===== config.mk =====
export PLATFORM = sky130hd
export DESIGN_NAME = quadrature_encoder_generator
export DESIGN_NICKNAME = d
export VERILOG_FILES = /design/src/rtl/quadrature_encoder_generator.sv
export SDC_FILE = /design/constraint.sdc
export NUM_CORES = 1
export LEC_CHECK = 0
export ABC_AREA = 1
export BUFFER_PORTS_ARGS = -buffer_cell sky130_fd_sc_hd__buf_2
export CAP_MARGIN = 40
export CORE_AREA = 8 8 75 77
export DETAILED_ROUTE_END_ITERATION = 8
export DIE_AREA = 0 0 83 85
export HOLD_SLACK_MARGIN = 0.03
export PLACE_DENSITY = 0.66
export SLEW_MARGIN = 20
export SYNTH_ARGS = -nofsm -noshare
export SYNTH_HDL_FRONTEND = slang
export SYNTH_SLANG_ARGS = --single-unit

===== constraint.sdc =====
create_clock -name i_clk -period 4.5 [get_ports i_clk]
set_clock_uncertainty 0.1 [all_clocks]
set_input_delay 0 -clock i_clk [delete_from_list [all_inputs] [get_ports i_clk]]
set_output_delay 0 -clock i_clk [all_outputs]
set_load 0.01 [all_outputs]

===== src/rtl/quadrature_encoder_generator.sv =====
// Quadrature encoder generator: turns up/down step requests into A/B
// quadrature cycles, one full Gray cycle (four quarters) per step.
// Requests are queued in a signed saturating pending counter.
// Optional feature: define QUAD_GEN_OVF_EN to add a sticky overflow flag
// (o_ovf, cleared by i_ovf_clr) that records dropped requests.
module quadrature_encoder_generator #(
  parameter int unsigned DWELL_CYCLES = 4,
  parameter int unsigned PEND_W       = 8
) (
  input  logic              i_clk,
  input  logic              i_rst_n,
`ifdef QUAD_GEN_OVF_EN
  input  logic              i_ovf_clr,
  output logic              o_ovf,
`endif
  input  logic              i_up,
  input  logic              i_down,
  output logic              o_a,
  output logic              o_b,
  output logic              o_busy,
  output logic [PEND_W-1:0] o_pending
);

  localparam logic [0:0] IDLE = 1'b0;
  localparam logic [0:0] RUN  = 1'b1;

  localparam logic [15:0] DWELL_LAST = 16'(DWELL_CYCLES - 1);

  localparam logic signed [PEND_W+1:0] P_MAX = (PEND_W+2)'((1 <<< (PEND_W - 1)) - 1);
  localparam logic signed [PEND_W+1:0] P_MIN = -P_MAX - (PEND_W+2)'(1);

  logic [0:0]  state;
  logic [1:0]  quarter;
  logic [15:0] dwell_cnt;
  logic        dir_up;

  logic        pend_nz;
  logic        pend_neg;
  logic        at_end;
  logic        start;
  logic        st_dec;
  logic        st_inc;
  logic signed [PEND_W+1:0] p_ext;
  logic signed [PEND_W+1:0] sum;
  logic        sat_hi;
  logic        sat_lo;
  logic [PEND_W-1:0] pend_nxt;

  // A/B pattern for a given direction and quarter; quarter 3 is the trailing 00.
  function automatic logic [1:0] quad_ab(input logic up, input logic [1:0] q);
    logic [1:0] ab;
    case (q)
      2'd0:    ab = up ? 2'b10 : 2'b01;
      2'd1:    ab = 2'b11;
      2'd2:    ab = up ? 2'b01 : 2'b10;
      default: ab = 2'b00;
    endcase
    return ab;
  endfunction

  // Step start decision and saturating pending-count arithmetic.
  always_comb begin
    pend_nz  = |o_pending;
    pend_neg = o_pending[PEND_W-1];
    at_end   = (state == RUN) && (quarter == 2'd3) && (dwell_cnt == DWELL_LAST);
    start    = pend_nz && ((state == IDLE) || at_end);
    st_dec   = start && !pend_neg;
    st_inc   = start && pend_neg;
    p_ext    = {{2{o_pending[PEND_W-1]}}, o_pending};
    sum      = p_ext
             + {{(PEND_W+1){1'b0}}, i_up}
             + {{(PEND_W+1){1'b0}}, st_inc}
             - {{(PEND_W+1){1'b0}}, i_down}
             - {{(PEND_W+1){1'b0}}, st_dec};
    sat_hi   = sum > P_MAX;
    sat_lo   = sum < P_MIN;
    // Only a single unit can overshoot a limit, so clamping equals dropping it.
    if (sat_hi)      pend_nxt = P_MAX[PEND_W-1:0];
    else if (sat_lo) pend_nxt = P_MIN[PEND_W-1:0];
    else             pend_nxt = sum[PEND_W-1:0];
  end

  // Step FSM: quarter sequencing, dwell timing, registered A/B and pending count.
  always_ff @(posedge i_clk or negedge i_rst_n) begin
    if (!i_rst_n) begin
      state     <= IDLE;
      quarter   <= 2'd0;
      dwell_cnt <= '0;
      dir_up    <= 1'b0;
      o_a       <= 1'b0;
      o_b       <= 1'b0;
      o_pending <= '0;
    end else begin
      o_pending <= pend_nxt;
      case (state)
        IDLE: begin
          if (start) begin
            state      <= RUN;
            quarter    <= 2'd0;
            dwell_cnt  <= '0;
            dir_up     <= !pend_neg;
            {o_a, o_b} <= quad_ab(!pend_neg, 2'd0);
          end
        end
        default: begin
          if (dwell_cnt != DWELL_LAST) begin
            dwell_cnt <= dwell_cnt + 16'd1;
          end else begin
            dwell_cnt <= '0;
            if (quarter == 2'd3) begin
              if (start) begin
                quarter    <= 2'd0;
                dir_up     <= !pend_neg;
                {o_a, o_b} <= quad_ab(!pend_neg, 2'd0);
              end else begin
                state <= IDLE;
              end
            end else begin
              quarter    <= quarter + 2'd1;
              {o_a, o_b} <= quad_ab(dir_up, quarter + 2'd1);
            end
          end
        end
      endcase
    end
  end

  // Busy spans every cycle spent in RUN, trailing 00 quarter included.
  always_comb begin
    o_busy = (state == RUN);
  end

`ifdef QUAD_GEN_OVF_EN
  // Sticky overflow flag; a new drop wins over a clear in the same cycle.
  always_ff @(posedge i_clk or negedge i_rst_n) begin
    if (!i_rst_n)              o_ovf <= 1'b0;
    else if (sat_hi || sat_lo) o_ovf <= 1'b1;
    else if (i_ovf_clr)        o_ovf <= 1'b0;
  end
`endif

endmodule


Word-level counts from Yosys, hierarchy flattened
Cells that the tools add are included.

word-level totals
  input port bits = 4
  output and inout bits = 11
  flip-flop bits (word level) = 30
  word-level logic and storage cells = 63

cells by class
  muxes and demuxes = 29
  bitwise logic cells = 1
  eq/ne operators = 7
  order comparisons = 2
  reductions and logical operators = 11
  $add $sub $neg = 6

operator list
  operator               number
  $mux 16                3
  $sub 10x1->10          2
  $add 16x1->16 const B  1
  $eq 16x2->1 const B    1
  $mux 1                 16
  $mux 8                 2
  $ne 16x2->1 const B    1
  $mux 2                 7
  $add 9x2->10           1
  $gt 10x8->1 const B    1
  $lt 10x8->1 const B    1
  $add 8x2->9            1
  $reduce_or 8->1        1
  $pmux 2 s3             1
  $logic_and 1x1->1      5
  $eq 2x2->1 const B     2
  $add 2x1->2 const B    1
  $eq 2x1->1 const B     1
  $logic_not 2->1        1
  $ne 2x1->1 const B     1
  $ne 2x2->1 const B     1
  $reduce_and 2->1       1
  $reduce_bool 2->1      1
  $logic_not 1->1        1
  other kinds (2)        2

Longest topological paths before layout
Gate-level depths: netlist (run 1).

  word-level depth = 12
  depth in mapped cells = 20
  depth with buffers taken out = 19

Worst setup path before layout (run 1)
OpenSTA, ideal clock, no wires.

  path type = register to register
  start point = register dwell_cnt[0]
  end point = register o_pending[0]
  path buffers = 1
  arrival = 3.107 ns
  library setup time = 0.123 ns
  stages on the path, launching flop included = 20
  setup slack = 1.170 ns
  cells stage by stage = dfrtp_1 ha_1 nand2_1 nor2_1 nand2_1 nand2_1 buf_6 nand4_2 fa_1 inv_1 fa_1 inv_1 ha_1 fa_1 nand4_1 nand3_1 a21oi_1 nand2_1 nand2_1 nand2_1

between the ends
  word-level cells in the longest chain between the ends = 11
  elaborated cells on any way between the ends = 13
  classes of those cells = add/sub (3); order compare (2); eq/ne (1); mux (2); reduce/logical (5)

RTL lines
  item                    RTL line  source
  from (decl)             34        logic [15:0] dwell_cnt;
  from (signal assigned)  107       dwell_cnt <= dwell_cnt + 16'd1;
  $eq 16x2->1 *           65        at_end = (state == RUN) && (quarter == 2'd3) && (dwell_cnt == DWELL_LAST);
  $logic_and 1x1->1 *     65
  $logic_or 1x1->1 *      66        start = pend_nz && ((state == IDLE) || at_end);
  $logic_and 1x1->1 *     66
  $logic_and 1x1->1       68        st_inc = start && pend_neg;
  $add 9x2->10            72        + {{(PEND_W+1){1'b0}}, st_inc}
  $sub 10x1->10           73        - {{(PEND_W+1){1'b0}}, i_down}
  $sub 10x1->10 *         74        - {{(PEND_W+1){1'b0}}, st_dec};
  $lt 10x8->1             76        sat_lo = sum < P_MIN;
  $mux 8                  79        else if (sat_lo) pend_nxt = P_MIN[PEND_W-1:0];
  $mux 8 *                78        if (sat_hi) pend_nxt = P_MAX[PEND_W-1:0];
  named net pend_nxt[0]   47        logic [PEND_W-1:0] pend_nxt;
  to (signal assigned)    94        o_pending <= pend_nxt;
  to (decl)               21        output logic [PEND_W-1:0] o_pending

The timed path passes the listed nets; every way through them passes the cells marked *.
A chain may end at the register's enable or synchronous reset.

Final worst setup path (run 1)
  start point = register dwell_cnt[0]
  end point = register o_pending[3]

The elaborated chain is that of the path after synthesis.

==> impl_metrics.prom, run 1 <==
# TYPE chip_impl_metric gauge
chip_impl_info{name="run_status",value="finished clean"} 1
chip_impl_metric{name="holdPathStages",unit=""} 6
chip_impl_metric{name="cts_inserted_buffers",unit=""} 5
chip_impl_metric{name="clock-sinks",unit=""} 30
chip_impl_metric{name="wire_per_inst",unit="um"} 12.39
chip_impl_info{name="synthTopCellsByCount",value="sky130_fd_sc_hd__nand2_1 (66), sky130_fd_sc_hd__inv_1 (49), sky130_fd_sc_hd__dfrtp_1 (30), sky130_fd_sc_hd__nor2_1 (30), sky130_fd_sc_hd__nand3_1 (23)"} 1
chip_impl_metric{name="avg_vias_per_cell",unit=""} 4.911
chip_impl_metric{name="multi_input_comb_area",unit="sq um"} 1165
chip_impl_metric{name="grt_antenna_before_repair",unit=""} 0
chip_impl_metric{name="synth-seq-cells",unit=""} 30
chip_impl_metric{name="leakage",unit="nW"} 1.227
chip_impl_metric{name="1st_pass_router_iterations",unit=""} 4
chip_impl_metric{name="r2r_cells",unit=""} 18
chip_impl_info{name="clockRootBuffer",value="sky130_fd_sc_hd__clkbuf_8"} 1
chip_impl_metric{name="ios",unit=""} 15
chip_impl_metric{name="post-cts-setup-buffers",unit=""} 0
chip_impl_metric{name="nNetsFinal",unit=""} 328
chip_impl_metric{name="synthesis.instances",unit=""} 286
chip_impl_metric{name="dp.final_hpwl",unit="um"} 3491
chip_impl_metric{name="vdd_ir_drop_max",unit="mV"} 0.5656
chip_impl_metric{name="globalRouteOverflowTotal",unit=""} 0
chip_impl_metric{name="timing.final.crit_period",unit="ps"} 3785
chip_impl_metric{name="report.final.setup_viol",unit=""} 0
chip_impl_info{name="start_kind",value="flop"} 1
chip_impl_info{name="crit_path_category",value="reg2reg"} 1
chip_impl_metric{name="relSlewSlack",unit="%"} 55.49
chip_impl_info{name="yosysTopAreaCell",value="sky130_fd_sc_hd__dfrtp_1"} 1
chip_impl_metric{name="crit_fanout",unit=""} 11
chip_impl_info{name="path_cells",value="ha_1 > nand2_1 > nor2_1 > nand2_1 > nand2_1 > nand4_2 > fa_1 > inv_1 > fa_1 > inv_1 > ha_1 > fa_1 > nand4_1 > nand3_1 > a21oi_1 > nand2_1 > nand2_1 > nand2_1"} 1
chip_impl_metric{name="antenna_diode_instance_count",unit=""} 0
chip_impl_metric{name="synthesis.yosys.warnings",unit=""} 0
chip_impl_metric{name="internal_reg_to_reg_setup_slack",unit="ps"} 710
chip_impl_metric{name="antenna_violating_nets_post_route",unit=""} 0
chip_impl_metric{name="die_width",unit="um"} 83
chip_impl_metric{name="synth_sequential_area_ratio",unit="%"} 35.07
chip_impl_metric{name="hold_ws",unit="ps"} 146.5
chip_impl_metric{name="maxCapViolCount",unit=""} 0
chip_impl_info{name="critPathMostFrequentCell",value="sky130_fd_sc_hd__nand2_1"} 1
chip_impl_metric{name="hold_violation_total_from_the_final_report",unit=""} 0
chip_impl_metric{name="die_h",unit="um"} 85
chip_impl_info{name="hold_end",value="o_pending[0]"} 1
chip_impl_metric{name="seq_area",unit="sq um"} 750.7
chip_impl_metric{name="synth_enable_flop_cells",unit=""} 0
chip_impl_metric{name="drt-initial-drc-count",unit=""} 132
chip_impl_metric{name="post_synth_instance_area",unit="sq um"} 2141
chip_impl_metric{name="timing.critical_path.required",unit="ps"} 4550
chip_impl_info{name="critical_path.reg2reg.endpoint",value="o_pending[3]"} 1
chip_impl_metric{name="proportion_of_synthesized_flip_flops_having_asynchronous_set_or_reset",unit="%"} 100.0
chip_impl_metric{name="first_global_vias",unit=""} 1681
chip_impl_info{name="critical_path.endpoint_type",value="flop"} 1
chip_impl_metric{name="cts.clk_slew.worst_paths",unit="ps"} 70
chip_impl_info{name="holdCritStartpoint",value="i_up"} 1
chip_impl_metric{name="max_freq",unit="GHz"} 0.2642
chip_impl_metric{name="layout-drive-gt1-share",unit="%"} 11.76
chip_impl_metric{name="wirelength",unit="um"} 4462
chip_impl_metric{name="final_weighted_congestion_in_routability_driven_placement",unit=""} 0.8288
chip_impl_metric{name="num-fill-cells",unit=""} 440
chip_impl_metric{name="synth_area_per_inst",unit="sq um"} 7.485
chip_impl_metric{name="worst_slew_pin_slew",unit="ps"} 667.6
chip_impl_metric{name="post_synth_num_cell_types",unit=""} 34
chip_impl_metric{name="clock_insertion_delay_worst_skew",unit="ps"} 270
chip_impl_metric{name="detail_route.drc_violations",unit=""} 0
chip_impl_info{name="yosys.cell_count.top_type",value="sky130_fd_sc_hd__nand2_1"} 1
chip_impl_metric{name="grt_pass1_wl",unit="um"} 7596
chip_impl_info{name="setup_repair_after_global_routing_missed_its_margin",value="false"} 1
chip_impl_metric{name="largest_net_degree_at_the_start_of_global_routing",unit=""} 31
chip_impl_metric{name="via_count",unit=""} 1768
chip_impl_metric{name="cts_buffer_depth",unit=""} 2
chip_impl_metric{name="area_delta_synth_final",unit="%"} 10.75
chip_impl_metric{name="syn-num-nets",unit=""} 309
chip_impl_info{name="cts_tree",value="yes"} 1
chip_impl_metric{name="design.core.area",unit="sq um"} 4536
chip_impl_metric{name="setup_total_negative_slack",unit="ps"} 0
chip_impl_metric{name="synth.top_cell.area_share",unit="%"} 35.07
chip_impl_metric{name="die_area",unit="sq um"} 7055
chip_impl_info{name="hp-class",value="in2reg"} 1
chip_impl_metric{name="max_stage_delay",unit="ps"} 460
chip_impl_metric{name="htreeDepth",unit=""} 2
chip_impl_metric{name="global_route.usage.total",unit="%"} 12.82
chip_impl_info{name="synth_flop_cell",value="sky130_fd_sc_hd__dfrtp_1"} 1
chip_impl_metric{name="std_cell_rows",unit=""} 25
chip_impl_info{name="synth_top_cells_by_area",value="sky130_fd_sc_hd__dfrtp_1 (35%), sky130_fd_sc_hd__nand2_1 (12%), sky130_fd_sc_hd__ha_1 (9.4%)"} 1
chip_impl_metric{name="initial_core_util",unit="%"} 47.20
chip_impl_metric{name="cts-resized-gates",unit=""} 0
chip_impl_metric{name="arrival",unit="ps"} 3830
chip_impl_metric{name="fin_crit_sh",unit="%"} 84.11
chip_impl_info{name="critical_path_cell_with_the_highest_stage_delay",value="sky130_fd_sc_hd__fa_1"} 1
chip_impl_metric{name="slew_violations",unit=""} 0
chip_impl_metric{name="place.port_buffers",unit=""} 14
chip_impl_metric{name="power-per-cell-area",unit="nW/um^2"} 649.5
chip_impl_info{name="r2r-start",value="dwell_cnt[0]"} 1
[metal layers]
metal,vias to the layer above,wire length [um],track usage (%)
li1,943,-,-
met1,795,2231,16.31
met2,26,2024,20.79
met3,4,176,3.736
met4,0,29,2.875
met5,-,0,0
[what timing repair did]
item | CTS | global route
hold endpoints to repair | 30 | 0
setup endpoints to repair | 0 | 0
hold buffers | 1 | 0
[how the worst max path moves through the flow]
stage / startpoint / end / slack, ps
6_report: dwell_cnt[0] / o_pending[3] / 710
5_1_grt: dwell_cnt[0] / o_pending[3] / 390
4_1_cts: dwell_cnt[0] / o_pending[3] / 720
3_5_place_dp: dwell_cnt[0] / o_pending[3] / 720
3_3_place_gp: dwell_cnt[0] / o_pending[3] / 850
2_1_floorplan: dwell_cnt[0] / o_pending[0] / 1170
[power breakdown]
group | switching (mW) | total [mW] | internal [mW]
clock network | 0.0944 | 0.249 | 0.154
logic | 0.535 | 0.862 | 0.328
registers | 0.0725 | 0.429 | 0.356
[critical path, delay by kind of cell, from the launching register on]
family / cells / cell delay (ps)
AOI/OAI and AO/OA: 1 / 210
adders and majority gates: 5 / 1520
buffers and inverters: 2 / 120
DFF: 1 / 380
and+or+nand+nor: 10 / 1310
[through the flow]
step / instances / area (sq um) / setup WS, ps / power, mW / util [%]
finish: 360 / 2371 / 715.0 / 1.540 / 52.28
global route: 360 / 2371 / 389.0 / 1.696 / 52.28
CTS: 360 / 2371 / 723.6 / 1.556 / 52.28
detailed placement: 351 / 2251 / 724.5 / 1.301 / 49.63
global placement: 351 / 2251 / 848.6 / 1.291 / 49.63
floorplan: 286 / 2141 / 1170 / 1.089 / -
[kinds of logic after synthesis]
group                    count (synthesis)  synth area share, %
AO/OA/AOI/OAI                           33                8.825
XOR/XNOR                                10                4.091
adder cells (fa/ha/maj)                 19                12.16
buffers and inverters                   55                10.52
flip-flops                              30                35.07
AND/OR/NAND/NOR                        139                29.34
[layout by cell type (no fill, tap or decap), types with 2 or more instances in the layout]
master	Yosys	final
sky130_fd_sc_hd__a21oi_1	11	11
sky130_fd_sc_hd__buf_2	1	14
sky130_fd_sc_hd__clkbuf_8	0	8
sky130_fd_sc_hd__dfrtp_1	30	30
sky130_fd_sc_hd__fa_1	3	3
sky130_fd_sc_hd__ha_1	16	16
sky130_fd_sc_hd__inv_1	49	49
sky130_fd_sc_hd__inv_2	2	2
sky130_fd_sc_hd__nand2_1	66	66
sky130_fd_sc_hd__nand3_1	23	23
sky130_fd_sc_hd__nand3_2	2	2
sky130_fd_sc_hd__nand4_1	5	5
sky130_fd_sc_hd__nor2_1	30	30
sky130_fd_sc_hd__nor3_1	3	3
sky130_fd_sc_hd__nor3_2	3	3
sky130_fd_sc_hd__o21ai_0	11	11
sky130_fd_sc_hd__o22ai_1	4	4
sky130_fd_sc_hd__xnor2_1	3	3
sky130_fd_sc_hd__xor2_1	7	7
[area by class of cell]
| type | count | area share (%) |
|---|---|---|
| timing repair buffer | 15 | 3.377 |
| clock buffer | 8 | 4.644 |
| inverter | 52 | 8.338 |
| tap | 54 | 2.850 |
| sequential | 30 | 31.66 |
| multi-input combinational | 201 | 49.13 |
[sequential cells by signal, summed over array words and instances (netlist names)]
register   cells
o_b            1
o_busy         1
dwell_cnt     16
quarter        2
dir_up         1
o_pending      8
o_a            1
Power figures use the tool's default switching activity.
==> inputs of run 2 (changes only) <==
==> constraint.sdc (replaced) <==
create_clock -name i_clk -period 3.78 [get_ports i_clk]
set_clock_uncertainty 0.1 [all_clocks]
set_input_delay 0 -clock i_clk [delete_from_list [all_inputs] [get_ports i_clk]]
set_output_delay 0 -clock i_clk [all_outputs]
set_load 0.01 [all_outputs]
==> run 2 against run 1 <==
  * Utilization rose by 0.25 points
  * Non-clock buffer count rose by 1
  * Clock-buffer cell count fell by 1
  * Register-to-register slack got worse by 490 ps
  * Final area rose by 0.47%
  * Critical endpoint is now o_pending[5]
  * Largest cell class unchanged
==> impl_metrics.prom, run 2 (synthesis results as in run 1) <==
# TYPE chip_impl_metric gauge
chip_impl_metric{name="dp_cells",unit=""} 352
chip_impl_metric{name="dp.final_hpwl",unit="um"} 3529
chip_impl_metric{name="detail_route.drc_violations",unit=""} 0
chip_impl_metric{name="vdd_ir_drop_max",unit="mV"} 0.6726
chip_impl_info{name="reg.largest.list",value="dwell_cnt (16), o_pending (8), quarter (2)"} 1
chip_impl_metric{name="area_delta_synth_final",unit="%"} 11.28
chip_impl_metric{name="post-cts-setup-buffers",unit=""} 0
chip_impl_metric{name="cts_inserted_buffers",unit=""} 5
chip_impl_metric{name="avg_vias_per_cell",unit=""} 5.006
chip_impl_metric{name="grtUsageMet2",unit="%"} 21.64
chip_impl_info{name="start_kind",value="flop"} 1
chip_impl_metric{name="fin_ws",unit="ps"} 229.7
chip_impl_info{name="crit_path_category",value="reg2reg"} 1
chip_impl_metric{name="final_weighted_congestion_in_routability_driven_placement",unit=""} 0.8637
chip_impl_metric{name="largest_net_degree_at_the_start_of_global_routing",unit=""} 31
chip_impl_metric{name="maxCapViolCount",unit=""} 0
chip_impl_metric{name="clock_insertion_delay_worst_skew",unit="ps"} 280
chip_impl_metric{name="initial_core_util",unit="%"} 47.20
chip_impl_metric{name="antenna_diode_instance_count",unit=""} 0
chip_impl_metric{name="timing.critical_path.required",unit="ps"} 3840
chip_impl_metric{name="max_freq",unit="GHz"} 0.2817
chip_impl_metric{name="number_of_flip_flops_in_the_largest_register",unit=""} 16
chip_impl_metric{name="max_stage_delay",unit="ps"} 420
chip_impl_metric{name="slew_violations",unit=""} 0
chip_impl_metric{name="layout-drive-gt1-share",unit="%"} 13.68
chip_impl_metric{name="post-place-ws",unit="ps"} 86.73
chip_impl_info{name="final_cell_mix",value="sky130_fd_sc_hd__nand2_1 (64), sky130_fd_sc_hd__inv_1 (49), sky130_fd_sc_hd__nor2_1 (30), sky130_fd_sc_hd__dfrtp_1 (30), sky130_fd_sc_hd__nand3_1 (23)"} 1
chip_impl_metric{name="std_cell_rows",unit=""} 25
chip_impl_metric{name="first_global_vias",unit=""} 1822
chip_impl_info{name="setup_repair_after_global_routing_missed_its_margin",value="false"} 1
chip_impl_metric{name="drt-initial-drc-count",unit=""} 99
chip_impl_metric{name="htreeDepth",unit=""} 2
chip_impl_metric{name="final_cells",unit=""} 361
chip_impl_metric{name="antenna_violating_nets_post_route",unit=""} 0
chip_impl_metric{name="setup_total_negative_slack",unit="ps"} 0
chip_impl_metric{name="num-fill-cells",unit=""} 429
chip_impl_metric{name="grt_pass1_wl",unit="um"} 8073
chip_impl_info{name="critPathMostFrequentCell",value="sky130_fd_sc_hd__inv_1"} 1
chip_impl_metric{name="cts_buffer_depth",unit=""} 2
chip_impl_info{name="hp-class",value="in2reg"} 1
chip_impl_metric{name="holdPathStages",unit=""} 6
chip_impl_metric{name="global_route.usage.total",unit="%"} 13.65
chip_impl_metric{name="nNetsFinal",unit=""} 329
chip_impl_metric{name="cts.clk_slew.worst_paths",unit="ps"} 60
chip_impl_metric{name="r2r_cells",unit=""} 18
chip_impl_info{name="layout.cells.most_common",value="sky130_fd_sc_hd__nand2_1"} 1
chip_impl_metric{name="fin_crit_sh",unit="%"} 93.92
chip_impl_metric{name="die_area",unit="sq um"} 7055
chip_impl_info{name="path_cells",value="inv_1 > ha_1 > nand2_1 > nor3_4 > inv_1 > nand4_2 > fa_1 > inv_1 > fa_1 > inv_1 > ha_2 > fa_2 > nand4_1 > nand3_1 > a21oi_2 > inv_1 > nand2_2 > nand2_1"} 1
chip_impl_info{name="critical_path.endpoint_type",value="flop"} 1
chip_impl_info{name="clockRootBuffer",value="sky130_fd_sc_hd__clkbuf_8"} 1
chip_impl_metric{name="ios",unit=""} 15
chip_impl_metric{name="wirelength",unit="um"} 4663
chip_impl_metric{name="die_width",unit="um"} 83
chip_impl_metric{name="total_power",unit="mW"} 1.863
chip_impl_metric{name="relSlewSlack",unit="%"} 54.77
chip_impl_metric{name="hold_ws",unit="ps"} 173.5
chip_impl_metric{name="power-per-cell-area",unit="nW/um^2"} 782.0
chip_impl_info{name="critical_path_cell_with_the_highest_stage_delay",value="sky130_fd_sc_hd__dfrtp_1"} 1
chip_impl_metric{name="clock-sinks",unit=""} 30
chip_impl_metric{name="grtUsageMet1",unit="%"} 17.56
chip_impl_metric{name="wire_per_inst",unit="um"} 12.92
chip_impl_metric{name="grt_antenna_before_repair",unit=""} 0
chip_impl_info{name="cts_tree",value="yes"} 1
chip_impl_metric{name="die_h",unit="um"} 85
chip_impl_info{name="run_status",value="finished clean"} 1
chip_impl_metric{name="timing.final.crit_period",unit="ps"} 3550
chip_impl_metric{name="crit_fanout",unit=""} 7
chip_impl_info{name="regMostFlops",value="dwell_cnt"} 1
chip_impl_metric{name="globalRouteOverflowTotal",unit=""} 0
chip_impl_info{name="top_usage_layer",value="met2"} 1
chip_impl_metric{name="report.final.setup_viol",unit=""} 0
chip_impl_metric{name="place.port_buffers",unit=""} 14
chip_impl_metric{name="via_count",unit=""} 1807
chip_impl_metric{name="leakage",unit="nW"} 1.225
chip_impl_metric{name="1st_pass_router_iterations",unit=""} 4
chip_impl_metric{name="hold_violation_total_from_the_final_report",unit=""} 0
chip_impl_metric{name="worst_slew_pin_slew",unit="ps"} 678.4
chip_impl_metric{name="met3_global_route_usage",unit="%"} 3.257
chip_impl_metric{name="arrival",unit="ps"} 3610
chip_impl_metric{name="design.core.area",unit="sq um"} 4536
## run 2: layout make-up
cell class | instances | area [sq um] | area share [%]
timing repair buffer | 16 | 87.58 | 3.676
inverter | 52 | 197.7 | 8.298
multi-input combinational | 201 | 1187 | 49.84
tap | 54 | 67.56 | 2.836
clock buffer | 7 | 86.33 | 3.624
clock inverter | 1 | 5.005 | 0.2101
sequential | 30 | 750.7 | 31.51
## run 2: worst max-delay path, delay by kind of cell, from the launching register on
kind	cells	cell delay, ps
buffers and inverters	5	470
AND/OR/NAND/NOR	7	910
flip-flops	1	420
adder cells (fa/ha/maj)	5	1300
AO/OA/AOI/OAI	1	230
## run 2: path summary, 6_finish.rpt
path,slack (ps),start,endpoint
max,230,o_pending[4],o_pending[5]
min,170,i_up,o_pending[0]
max reg2reg,230,o_pending[4],o_pending[5]
min reg2reg,430,dwell_cnt[0],dwell_cnt[0]
max in group asynchronous,2950,i_rst_n,dwell_cnt[14]
min in group asynchronous,190,i_rst_n,dwell_cnt[13]
## run 2: what timing repair did
item,4_1_cts,5_1_grt
resized for setup,0,7
hold endpoints to repair,30,0
endpoints found under the setup margin,0,7
hold buffers,1,0
## run 2: metal layers
metal | vias up | part of all wire (%)
li1 | 945 | -
met1 | 821 | 49
met2 | 37 | 45
met3 | 4 | 4.6
met4 | 0 | 1.2
met5 | - | 0
## run 2: power breakdown
group / total [mW] / internal, mW / switching (mW)
combinational: 1.09 / 0.407 / 0.681
sequential: 0.512 / 0.424 / 0.0877
clock: 0.263 / 0.147 / 0.117
total: 1.86 / 0.978 / 0.885
## run 2: per-stage QoR
stage / cell area, sq um / util [%]
after CTS: 2360 / 52.03
final: 2382 / 52.52
after global placement: 2258 / 49.79
after floorplan: 2141 / -
after detailed placement: 2258 / 49.79
after global routing: 2382 / 52.52
